[config.mk]
export PLATFORM = sky130hd
export DESIGN_NAME = instr_encoder_flat
export DESIGN_NICKNAME = d
export VERILOG_FILES = /design/src/rtl/instr_encoder_pkg.sv /design/src/rtl/instr_encoder_if.sv /design/src/rtl/instr_pack.sv /design/src/rtl/instr_encoder.sv /design/src/flat_wrapper.sv
export SDC_FILE = /design/constraint.sdc
export NUM_CORES = 1
export LEC_CHECK = 0
export ABC_AREA = 1
export CAP_MARGIN = 20
export CORE_ASPECT_RATIO = 2
export CORE_MARGIN = 5
export CORE_UTILIZATION = 35
export CTS_BUF_LIST = sky130_fd_sc_hd__clkbuf_4
export CTS_CLUSTER_DIAMETER = 150
export DETAILED_ROUTE_END_ITERATION = 8
export RECOVER_POWER = 100
export SLEW_MARGIN = 20
export SYNTH_ARGS = -nofsm -noshare
export SYNTH_HDL_FRONTEND = slang
export SYNTH_SLANG_ARGS = --single-unit
[constraint.sdc]
create_clock -name clk -period 1.9 [get_ports clk]
set_input_delay 0.285 -clock clk [delete_from_list [all_inputs] [get_ports clk]]
set_output_delay 0.285 -clock clk [all_outputs]
set_load 0.05 [all_outputs]
[src/rtl/instr_encoder_pkg.sv]
// rtl/instr_encoder_pkg.sv - shared class codes, RV32 opcodes, funct3 constants and queue entry type
package instr_encoder_pkg;

  typedef enum logic [3:0] {
    CLS_IMMOP = 4'd0,
    CLS_ROP   = 4'd1,
    CLS_LUI   = 4'd2,
    CLS_AUIPC = 4'd3,
    CLS_JAL   = 4'd4,
    CLS_JALR  = 4'd5,
    CLS_BOP   = 4'd6,
    CLS_SOP   = 4'd7,
    CLS_LOP   = 4'd8
  } cls_e;

  localparam logic [6:0] OPC_OPIMM  = 7'b0010011;
  localparam logic [6:0] OPC_OP     = 7'b0110011;
  localparam logic [6:0] OPC_LUI    = 7'b0110111;
  localparam logic [6:0] OPC_AUIPC  = 7'b0010111;
  localparam logic [6:0] OPC_JAL    = 7'b1101111;
  localparam logic [6:0] OPC_JALR   = 7'b1100111;
  localparam logic [6:0] OPC_BRANCH = 7'b1100011;
  localparam logic [6:0] OPC_STORE  = 7'b0100011;
  localparam logic [6:0] OPC_LOAD   = 7'b0000011;

  localparam logic [2:0] F3_SLL     = 3'b001;
  localparam logic [2:0] F3_SRL     = 3'b101;
  localparam logic [2:0] F3_BR_RSV0 = 3'b010;
  localparam logic [2:0] F3_BR_RSV1 = 3'b011;
  localparam logic [2:0] F3_SW      = 3'b010;
  localparam logic [2:0] F3_LD_RSV0 = 3'b011;
  localparam logic [2:0] F3_LD_RSV1 = 3'b110;
  localparam logic [2:0] F3_LD_RSV2 = 3'b111;

  localparam logic [31:0] NOP_WORD = 32'h0000_0013;

  typedef struct packed {
    logic [31:0] word;
    logic [31:0] addr;
    logic        err;
  } q_entry_t;

  // True when v, read as signed, fits in a two's-complement field of 'bits' bits.
  function automatic logic fits_signed(input logic [31:0] v, input int unsigned bits);
    logic signed [31:0] s;
    s = $signed(v) >>> (bits - 1);
    return (s == 0) || (s == -1);
  endfunction

endpackage

[src/rtl/instr_encoder_if.sv]
// rtl/instr_encoder_if.sv - request/word handshake bundle between a producer and the encoder
interface instr_encoder_if;
  logic        req_valid;
  logic        req_ready;
  logic [3:0]  req_class;
  logic [2:0]  req_funct3;
  logic        req_sub;
  logic        req_mext;
  logic [4:0]  req_rd;
  logic [4:0]  req_rs1;
  logic [4:0]  req_rs2;
  logic [31:0] req_imm;
  logic        load_addr;
  logic [31:0] start_addr;
  logic        word_valid;
  logic        word_ready;
  logic [31:0] word;
  logic [31:0] word_addr;
  logic        word_err;
  logic [7:0]  err_count;

  modport master (
    output req_valid, req_class, req_funct3, req_sub, req_mext, req_rd, req_rs1, req_rs2,
           req_imm, load_addr, start_addr, word_ready,
    input  req_ready, word_valid, word, word_addr, word_err, err_count
  );

  modport slave (
    input  req_valid, req_class, req_funct3, req_sub, req_mext, req_rd, req_rs1, req_rs2,
           req_imm, load_addr, start_addr, word_ready,
    output req_ready, word_valid, word, word_addr, word_err, err_count
  );
endinterface

[src/rtl/instr_pack.sv]
// rtl/instr_pack.sv - combinational RV32IM field packing and legality check
module instr_pack
  import instr_encoder_pkg::*;
(
  input  logic [3:0]  class_i,
  input  logic [2:0]  funct3_i,
  input  logic        sub_i,
  input  logic        mext_i,
  input  logic [4:0]  rd_i,
  input  logic [4:0]  rs1_i,
  input  logic [4:0]  rs2_i,
  input  logic [31:0] imm_i,
  output logic [31:0] word_o,
  output logic        err_o
);

  logic [31:0] enc;
  logic        bad;
  logic        is_shift;

  assign is_shift = (funct3_i == F3_SLL) || (funct3_i == F3_SRL);

  always_comb begin
    enc = NOP_WORD;
    bad = 1'b0;
    case (class_i)
      CLS_IMMOP: begin
        if (is_shift) begin
          enc = {1'b0, sub_i & (funct3_i == F3_SRL), 5'b0, imm_i[4:0], rs1_i, funct3_i, rd_i, OPC_OPIMM};
          bad = |imm_i[31:5];
        end else begin
          enc = {imm_i[11:0], rs1_i, funct3_i, rd_i, OPC_OPIMM};
          bad = !fits_signed(imm_i, 12);
        end
      end
      CLS_ROP: enc = {1'b0, sub_i, 4'b0, mext_i, rs2_i, rs1_i, funct3_i, rd_i, OPC_OP};
      CLS_LUI, CLS_AUIPC: begin
        enc = {imm_i[31:12], rd_i, (class_i == CLS_LUI) ? OPC_LUI : OPC_AUIPC};
        bad = |imm_i[11:0];
      end
      CLS_JAL: begin
        enc = {imm_i[20], imm_i[10:1], imm_i[11], imm_i[19:12], rd_i, OPC_JAL};
        bad = imm_i[0] | !fits_signed(imm_i, 21);
      end
      CLS_JALR, CLS_LOP: begin
        enc = {imm_i[11:0], rs1_i, funct3_i, rd_i, (class_i == CLS_JALR) ? OPC_JALR : OPC_LOAD};
        bad = !fits_signed(imm_i, 12) |
              ((class_i == CLS_LOP) &&
               (funct3_i == F3_LD_RSV0 || funct3_i == F3_LD_RSV1 || funct3_i == F3_LD_RSV2));
      end
      CLS_BOP: begin
        enc = {imm_i[12], imm_i[10:5], rs2_i, rs1_i, funct3_i, imm_i[4:1], imm_i[11], OPC_BRANCH};
        bad = imm_i[0] | !fits_signed(imm_i, 13) |
              (funct3_i == F3_BR_RSV0) | (funct3_i == F3_BR_RSV1);
      end
      CLS_SOP: begin
        enc = {imm_i[11:5], rs2_i, rs1_i, funct3_i, imm_i[4:0], OPC_STORE};
        bad = !fits_signed(imm_i, 12) | (funct3_i > F3_SW);
      end
      default: bad = 1'b1;
    endcase
    if (mext_i && (class_i != CLS_ROP)) bad = 1'b1;
  end

  assign word_o = bad ? NOP_WORD : enc;
  assign err_o  = bad;

endmodule

[src/rtl/instr_encoder.sv]
// rtl/instr_encoder.sv - encoder top: address counter, error counter and output word queue
module instr_encoder
  import instr_encoder_pkg::*;
#(
  parameter int FIFO_DEPTH = 2
) (
  input logic           clk,
  input logic           rst_n,
  instr_encoder_if.slave bus
);

  localparam int PW = $clog2(FIFO_DEPTH);
  localparam int CW = PW + 1;

  q_entry_t       mem_q [FIFO_DEPTH];
  logic [PW-1:0]  wr_ptr_q, rd_ptr_q;
  logic [CW-1:0]  count_q, count_d;
  logic [31:0]    addr_q, addr_d, slot_addr;
  logic [7:0]     err_cnt_q, err_cnt_d;
  logic           push, pop;
  logic [31:0]    pack_word;
  logic           pack_err;

  instr_pack u_pack (
    .class_i  (bus.req_class),
    .funct3_i (bus.req_funct3),
    .sub_i    (bus.req_sub),
    .mext_i   (bus.req_mext),
    .rd_i     (bus.req_rd),
    .rs1_i    (bus.req_rs1),
    .rs2_i    (bus.req_rs2),
    .imm_i    (bus.req_imm),
    .word_o   (pack_word),
    .err_o    (pack_err)
  );

  assign bus.req_ready  = (count_q != CW'(FIFO_DEPTH));
  assign bus.word_valid = (count_q != '0);
  assign bus.word       = mem_q[rd_ptr_q].word;
  assign bus.word_addr  = mem_q[rd_ptr_q].addr;
  assign bus.word_err   = mem_q[rd_ptr_q].err;
  assign bus.err_count  = err_cnt_q;

  assign push      = bus.req_valid && bus.req_ready;
  assign pop       = bus.word_valid && bus.word_ready;
  // A load coinciding with an accept hands start_addr straight to that request.
  assign slot_addr = bus.load_addr ? bus.start_addr : addr_q;

  always_comb begin
    count_d = count_q;
    if (push && !pop)      count_d = count_q + CW'(1);
    else if (pop && !push) count_d = count_q - CW'(1);
    addr_d = addr_q;
    if (push)               addr_d = slot_addr + 32'd4;
    else if (bus.load_addr) addr_d = bus.start_addr;
    err_cnt_d = err_cnt_q;
    if (push && pack_err && (err_cnt_q != 8'hFF)) err_cnt_d = err_cnt_q + 8'd1;
  end

  always_ff @(posedge clk or negedge rst_n) begin
    if (!rst_n) begin
      for (int i = 0; i < FIFO_DEPTH; i++) mem_q[i] <= '0;
      wr_ptr_q  <= '0;
      rd_ptr_q  <= '0;
      count_q   <= '0;
      addr_q    <= '0;
      err_cnt_q <= '0;
    end else begin
      if (push) begin
        mem_q[wr_ptr_q] <= {pack_word, slot_addr, pack_err};
        wr_ptr_q        <= wr_ptr_q + PW'(1);
      end
      if (pop) rd_ptr_q <= rd_ptr_q + PW'(1);
      count_q   <= count_d;
      addr_q    <= addr_d;
      err_cnt_q <= err_cnt_d;
    end
  end

endmodule

[src/flat_wrapper.sv]
// flat-port wrapper written by rule: the top's interface ports become plain ports
module instr_encoder_flat import instr_encoder_pkg::*;
#(
  parameter int FIFO_DEPTH = 2
)
  (clk, rst_n, bus_req_valid, bus_req_class, bus_req_funct3, bus_req_sub, bus_req_mext, bus_req_rd, bus_req_rs1, bus_req_rs2, bus_req_imm, bus_load_addr, bus_start_addr, bus_word_ready, bus_req_ready, bus_word_valid, bus_word, bus_word_addr, bus_word_err, bus_err_count);
  instr_encoder_if bus_i ();
  input logic clk;
  input logic rst_n;
  input wire logic [$bits(bus_i.req_valid)-1:0] bus_req_valid;
  input wire logic [$bits(bus_i.req_class)-1:0] bus_req_class;
  input wire logic [$bits(bus_i.req_funct3)-1:0] bus_req_funct3;
  input wire logic [$bits(bus_i.req_sub)-1:0] bus_req_sub;
  input wire logic [$bits(bus_i.req_mext)-1:0] bus_req_mext;
  input wire logic [$bits(bus_i.req_rd)-1:0] bus_req_rd;
  input wire logic [$bits(bus_i.req_rs1)-1:0] bus_req_rs1;
  input wire logic [$bits(bus_i.req_rs2)-1:0] bus_req_rs2;
  input wire logic [$bits(bus_i.req_imm)-1:0] bus_req_imm;
  input wire logic [$bits(bus_i.load_addr)-1:0] bus_load_addr;
  input wire logic [$bits(bus_i.start_addr)-1:0] bus_start_addr;
  input wire logic [$bits(bus_i.word_ready)-1:0] bus_word_ready;
  output wire logic [$bits(bus_i.req_ready)-1:0] bus_req_ready;
  output wire logic [$bits(bus_i.word_valid)-1:0] bus_word_valid;
  output wire logic [$bits(bus_i.word)-1:0] bus_word;
  output wire logic [$bits(bus_i.word_addr)-1:0] bus_word_addr;
  output wire logic [$bits(bus_i.word_err)-1:0] bus_word_err;
  output wire logic [$bits(bus_i.err_count)-1:0] bus_err_count;
  assign bus_i.req_valid = bus_req_valid;
  assign bus_i.req_class = bus_req_class;
  assign bus_i.req_funct3 = bus_req_funct3;
  assign bus_i.req_sub = bus_req_sub;
  assign bus_i.req_mext = bus_req_mext;
  assign bus_i.req_rd = bus_req_rd;
  assign bus_i.req_rs1 = bus_req_rs1;
  assign bus_i.req_rs2 = bus_req_rs2;
  assign bus_i.req_imm = bus_req_imm;
  assign bus_i.load_addr = bus_load_addr;
  assign bus_i.start_addr = bus_start_addr;
  assign bus_i.word_ready = bus_word_ready;
  assign bus_req_ready = bus_i.req_ready;
  assign bus_word_valid = bus_i.word_valid;
  assign bus_word = bus_i.word;
  assign bus_word_addr = bus_i.word_addr;
  assign bus_word_err = bus_i.word_err;
  assign bus_err_count = bus_i.err_count;
  instr_encoder #(.FIFO_DEPTH(FIFO_DEPTH)) u_core (.clk(clk), .rst_n(rst_n), .bus(bus_i));
endmodule
# [Word-level counts from Yosys, hierarchy flattened]
# Cells that the tools add are included.
[word_totals] ff_bits=174 input_bits=93 out_inout_bits=75 wordCells=98
[classes] add_sub_neg=6 magnitude_cmp=4 eq_ne=20 muxes=18 n_bitwise=9 reduce_logical=30
[op_table] op="$mux W65" count=4
[op_table] op="$pmux W32 S7" count=1
[op_table] op="$bwmux W130" count=1
[op_table] op="$mux W32" count=4
[op_table] op="$logic_not A32 Y1" count=3
[op_table] op="$demux W65 S1" count=1
[op_table] op="$add A32 B3 Y32 const B" count=1
[op_table] op="$reduce_or A27 Y1" count=1
[op_table] op="$eq A21 B1 Y1 const B" count=1
[op_table] op="$eq A20 B1 Y1 const B" count=1
[op_table] op="$eq A4 B3 Y1 const B" count=4
[op_table] op="$eq A12 B1 Y1 const B" count=1
[op_table] op="$reduce_or A12 Y1" count=1
[op_table] op="$eq A3 B3 Y1 const B" count=3
[op_table] op="$logic_and A1 B1 Y1" count=9
[op_table] op="$add A8 B1 Y8 const B" count=1
[op_table] op="$eq A4 B2 Y1 const B" count=2
[op_table] op="$ne A8 B8 Y1 const B" count=1
[op_table] op="$mux W7" count=1
[op_table] op="$pmux W1 S7" count=1
[op_table] op="$eq A3 B2 Y1 const B" count=2
[op_table] op="$logic_or A1 B1 Y1" count=6
[op_table] op="$mux W6" count=1
[op_table] op="$or A1 B1 Y1" count=6
[op_table] op="other kinds (19)" count=30

# [Logic depth before layout (Yosys ltp)]
[logic_depth] depth_word=10 mapped_depth=14 mapped_depth_nobuf=13

# [Cells and area by module]
# From an unflattened synthesis, not the netlist that was laid out.
[hier_totals] hier_cells=1398 hier_area_um2=9963.3
[modules_own_cells] mod="instr_encoder" n_inst=1 cells_each=1119 area_per_inst_um2=8541.9 seq_area_each_um2=4354.2
[modules_own_cells] mod="instr_pack" n_inst=1 cells_each=279 area_per_inst_um2=1421.4 seq_area_each_um2=0.0

# [Worst setup path after synthesis]
# No wires, ideal clock.
[synth_timing] path_kind="register to output" from="register u_core.rd_ptr_q" to="output bus_word[1]" arrival_ns=2.221 t_required_ns=1.615 path_slack_ns=-0.606 path_stages_with_launch=5 n_path_buf=3 cell_sequence="dfrtp_1 clkbuf_1 clkbuf_1 o21ai_0 buf_4"
[synth_between] elab_chain_cells=4
[synth_lines] item="start: declaration" line_no="instr_encoder.sv:16" rtl="logic [PW-1:0] wr_ptr_q, rd_ptr_q;"
[synth_lines] item="start signal: assignment" line_no="instr_encoder.sv:73" rtl="if (pop) rd_ptr_q <= rd_ptr_q + PW'(1);"
[synth_lines] item="$not A1 Y2 (not written as such)" line_no="instr_encoder.sv:39" rtl="assign bus.word = mem_q[rd_ptr_q].word;"
[synth_lines] item="$mux W65 (not written as such) (3 in a row)" line_no="instr_encoder.sv:39"
[synth_lines] item="end: declaration" line_no="flat_wrapper.sv:24" rtl="output wire logic [$bits(bus_i.word)-1:0] bus_word;"
# No other way between the ends. The select of a mux whose other input is x is not followed.

# [Worst setup path in the final report]
[layout_timing] from="register u_core.rd_ptr_q" to="output bus_word_addr[5]"
[layout_between] elab_chain_cells=4
[layout_lines] item="$not A1 Y2 (not written as such)" line_no="instr_encoder.sv:40" rtl="assign bus.word_addr = mem_q[rd_ptr_q].addr;"
[layout_lines] item="$mux W65 (3 in a row)"
[layout_lines] item="end: declaration" line_no="flat_wrapper.sv:25" rtl="output wire logic [$bits(bus_i.word_addr)-1:0] bus_word_addr;"
# No other way between the ends. The select of a mux whose other input is x is not followed.

==> metrics.md <==
| Metric | Value |
|---|---|
| Pre-CTS WS | -0.740 ns |
| Die Span X | 127 um |
| Adder-Cell Fraction of Synth Area | 0.392% |
| Drt via density | between 4 and 5 |
| Synth area leader | dfrtp_1 |
| CTS buffer count | 17 |
| Final setup vio count | 65 |
| Iteration-0 DRC Markers | 403 |
| Uppermost layer routed | met4 |
| Final hold vios | 0 |
| Top post-synthesis cells by area | dfrtp_1 45%, nand2_1 21%, o21ai_0 6.5% |
| Post-route insts no fill | 2,060 |
| Least-Margin Pin Slew | 1.69 ns |
| Predominant post-synthesis flop cell | dfrtp_1 |
| Compound-Gate Fraction of Synth Area | about a tenth |
| Run status | finished, violations left |
| CTS max path bufs | 2 |
| Min Hold Slack | ~0.2 ns |
| Initial core utilization | 35.4% |
| Hold/Removal Path Class | input port to flop |
| Vias in the first global route | roughly 10,000 |
| Clk Latency, worst-skew pair | 0.63 ns |
| Global Route Usage Sum | between 20% and 30% |
| Clock-pin transition on the worst setup and hold timing paths | roughly 0.15 ns |
| Via count | 9,926 |
| Highest net fanout along the worst path | 6 |
| Met2 WL post-DR | 20,200 um |
| Pre-antenna DRT Iters | 5 |
| Fin nets | 1,794 |
| Post-synthesis simple-gate area fraction | 33.1% |
| Reg area | 4310 um2 |
| Synth Area per Inst | 7.05 um2 |
| Met3 WL | between 1000 and 1500 um |
| Global route overflow | 0 |
| Yosys top cell area share | ~45% |
| WL per Instance | ~17 um |
| Design Area, Final | 14,300 um2 |
| CTS tree | yes |
| Largest family of logic cells by synthesized area | simple AND/OR/NAND/NOR gates |
| Clk sink count | between 150 and 200 |
| Multi-input gate area | 4780 um2 |
| Setup TNS | -11.91 ns |
| Post-route setup slack | -0.242 ns |
| Static Leak | ~0.0072 uW |
| Post-Syn Instances | 1,357 |
| Layout cells sized above 1 | 25.2% |
| Met1 wire length | 11,300 um |
| Fill cell count | 2,700 |
| P per Cell Area | 1350 nW/um2 |
| Syn_nets | 1,453 |
| Antenna-violating nets left | 0 |
| Final Max Tran Viols | 61 |
| Max_slew headroom | -12.6% |
| Final Skew | 0.0187 ns |
| DP Cell Count | 2,017 |
| FMAX | approximately 0.47 GHz |
| EDFF count, synth | 0 |
| Hold path cells | 3 |
| Root Driver | clkbuf_4 |
| First-pass GRT wire length | 54,100 um |
| Register area share after synthesis | 45.0% |
| Remaining routing DRC violations | 0 |
| Mux cell area share after synthesis | 0.235% |
| Pin count of the biggest net entering global routing | 61 |
| Initial antenna violation count | 1 |
| Startpoint Class | flop |
| Full die area | 31,000 um2 |
| #FFs+latches synth | 172 |
| Worst VDD drop | 613 uV |
| Worst Reg-to-Reg Cells | 11 |
| Tmin final | approximately 2.1 ns |
| Cell breakdown of the critical path | buf_4, buf_8, buf_4, nand2_1, o21ai_2, buf_12 |
| Max Cap Violations | 1 |
| Synth warn | 0 |
| # IOs | 168 |
| Slowest-stage cell, CP | dfrtp_2 |
| CP Data Required Time | 1.62 ns |
| Routed WL | 35,000 um |
| Ys async rst share | 100% |
| Die Ht | 244 um |
| CP Class | flop to output port |
| RSZ-0062 raised after global routing | yes |
| Final HPWL DP | 27,200 um |
| CP peak stage delay | 0.50 ns |
| Placed inst area | 13,400 um2 |
| Mapped cell area | 9570 um2 |
| Row count | 85 |
| Synth cell types | 43 |
| PortBufs | ~170 |
| Area Growth Syn to Fin | 49.3% |
| WP data arrival | 1.86 ns |
| Failing checks | capacitance limit, slew limit, setup timing |
| Synth Area in XOR/XNOR | 2.47% |
| Core area | around 27,000 um2 |
| Period utilisation layout | 113% |
| CTS H-Tree Depth | 4 |
| Routability congestion estimate | 1.05 |
| CP dominant cell by count | buf_4 |
| Type of destination of the critical path | output port |
-- layer usage --
layer	GRT usage [%]	vias to the layer above
met5	0	-
met4	15.2	0
met3	2.92	84
met2	44.6	261
met1	21.1	4644
li1	-	4937
-- report_power, final --
group	leakage [uW]	total (uW)	switching [uW]	internal [uW]
logic	0.00487	11700	6840	4880
registers	0.00218	5300	548	4760
clock network	0.000168	2300	1460	837
-- critical path, delay by kind of cell (launching register included) --
family / cells / cell delay, ns
compound gates: 1 / 0.07
flops: 1 / 0.50
buf+inv: 4 / 0.59
simple gates: 1 / 0.07
-- worst paths after layout --
path	start	endpoint	slack, ns
worst min-delay path	bus_load_addr	u_core.addr_q[1]$_DFF_PN0_	0.20
min in group asynchronous	rst_n	u_core.mem_q[58]$_DFFE_PN0P_	0.57
worst min register to register	u_core.mem_q[99]$_DFFE_PN0P_	u_core.mem_q[99]$_DFFE_PN0P_	0.47
worst max register to register	u_core.count_q[0]$_DFFE_PN0P_	u_core.addr_q[22]$_DFF_PN0_	0.11
worst max-delay path	u_core.rd_ptr_q$_DFFE_PN0P_	bus_word_addr[5]	-0.24
max in group asynchronous	rst_n	u_core.mem_q[85]$_DFFE_PN0P_	0.07
-- layout by cell type, fill, tap and decap left out, drive strengths merged, types with 11 or more instances in the layout --
| cell type | instances |
|---|---|
| nand2 | 549 |
| nor2 | 101 |
| a21oi | 14 |
| xor2 | 16 |
| dfrtp | 172 |
| nand3 | 96 |
| clkdlybuf4s50 | 90 |
| o21ai | 139 |
| inv | 153 |
| buf | 283 |
| clkbuf | 24 |
| nand4 | 12 |
| nor3 | 13 |
| xnor2 | 11 |
-- sequential cells by signal (all words and copies together) (netlist names) --
register and count:
u_core.addr_q 32, u_core.bus.err_count 8, u_core.count_q 2, u_core.mem_q 128
u_core.rd_ptr_q 1, u_core.wr_ptr_q 1
-- logic make-up (layout without fill, tap and decap cells) --
group / Yosys count / after routing
AND/OR/NAND/NOR: 777 / 777
buffers and inverters: 206 / 560
flip-flops: 172 / 172
AO/OA/AOI/OAI: 170 / 170
XOR/XNOR: 27 / 27
adder cells (fa/ha/maj): 3 / 3
multiplexers: 2 / 2
other: 0 / 1
-- synth_stat cells, types with 5 or more instances --
| cell | n |
|---|---|
| nand2_1 | 542 |
| dfrtp_1 | 172 |
| inv_1 | 140 |
| o21ai_0 | 125 |
| nor2_1 | 98 |
| nand3_1 | 96 |
| clkbuf_1 | 36 |
| xor2_1 | 16 |
| nand4_1 | 12 |
| xnor2_1 | 11 |
| a21oi_1 | 10 |
| buf_2 | 10 |
| o21ai_2 | 9 |
| nor3_1 | 8 |
| nand2_2 | 6 |
| o211ai_1 | 6 |
| o22ai_1 | 6 |
| buf_1 | 5 |
| buf_6 | 5 |
-- timing repair --
| action | CTS | global route |
|---|---|---|
| pin swaps | 1 | 2 |
| hold buffers | 1 | 0 |
| resized for setup | 121 | 41 |
| cloned | 1 | 1 |
| endpoints found under the hold margin | 54 | 0 |
| buffers inserted | 4 | 3 |
| setup endpoints to repair | 79 | 133 |
-- cell type report --
type / count / share of cell area [%]
Sequential cell: 172 / 30.1
Tap cell: 348 / 3.05
Timing Repair Buffer: 381 / 27.3
Clock inverter: 15 / 1.24
Inverter: 147 / 3.86
Multi-Input combinational cell: 979 / 33.5
Antenna cell: 1 / 0.0175
Clock buffer: 17 / 0.893
-- metrics by stage --
stage | power, uW | utilization (%)
2_1_floorplan | 10800 | -
3_3_place_gp | 15900 | 49.5
3_5_place_dp | 16000 | 49.5
4_1_cts | 19300 | 52.3
5_1_grt | 20400 | 52.9
6_report | 19300 | 52.9
Power figures use the tool's default switching activity.
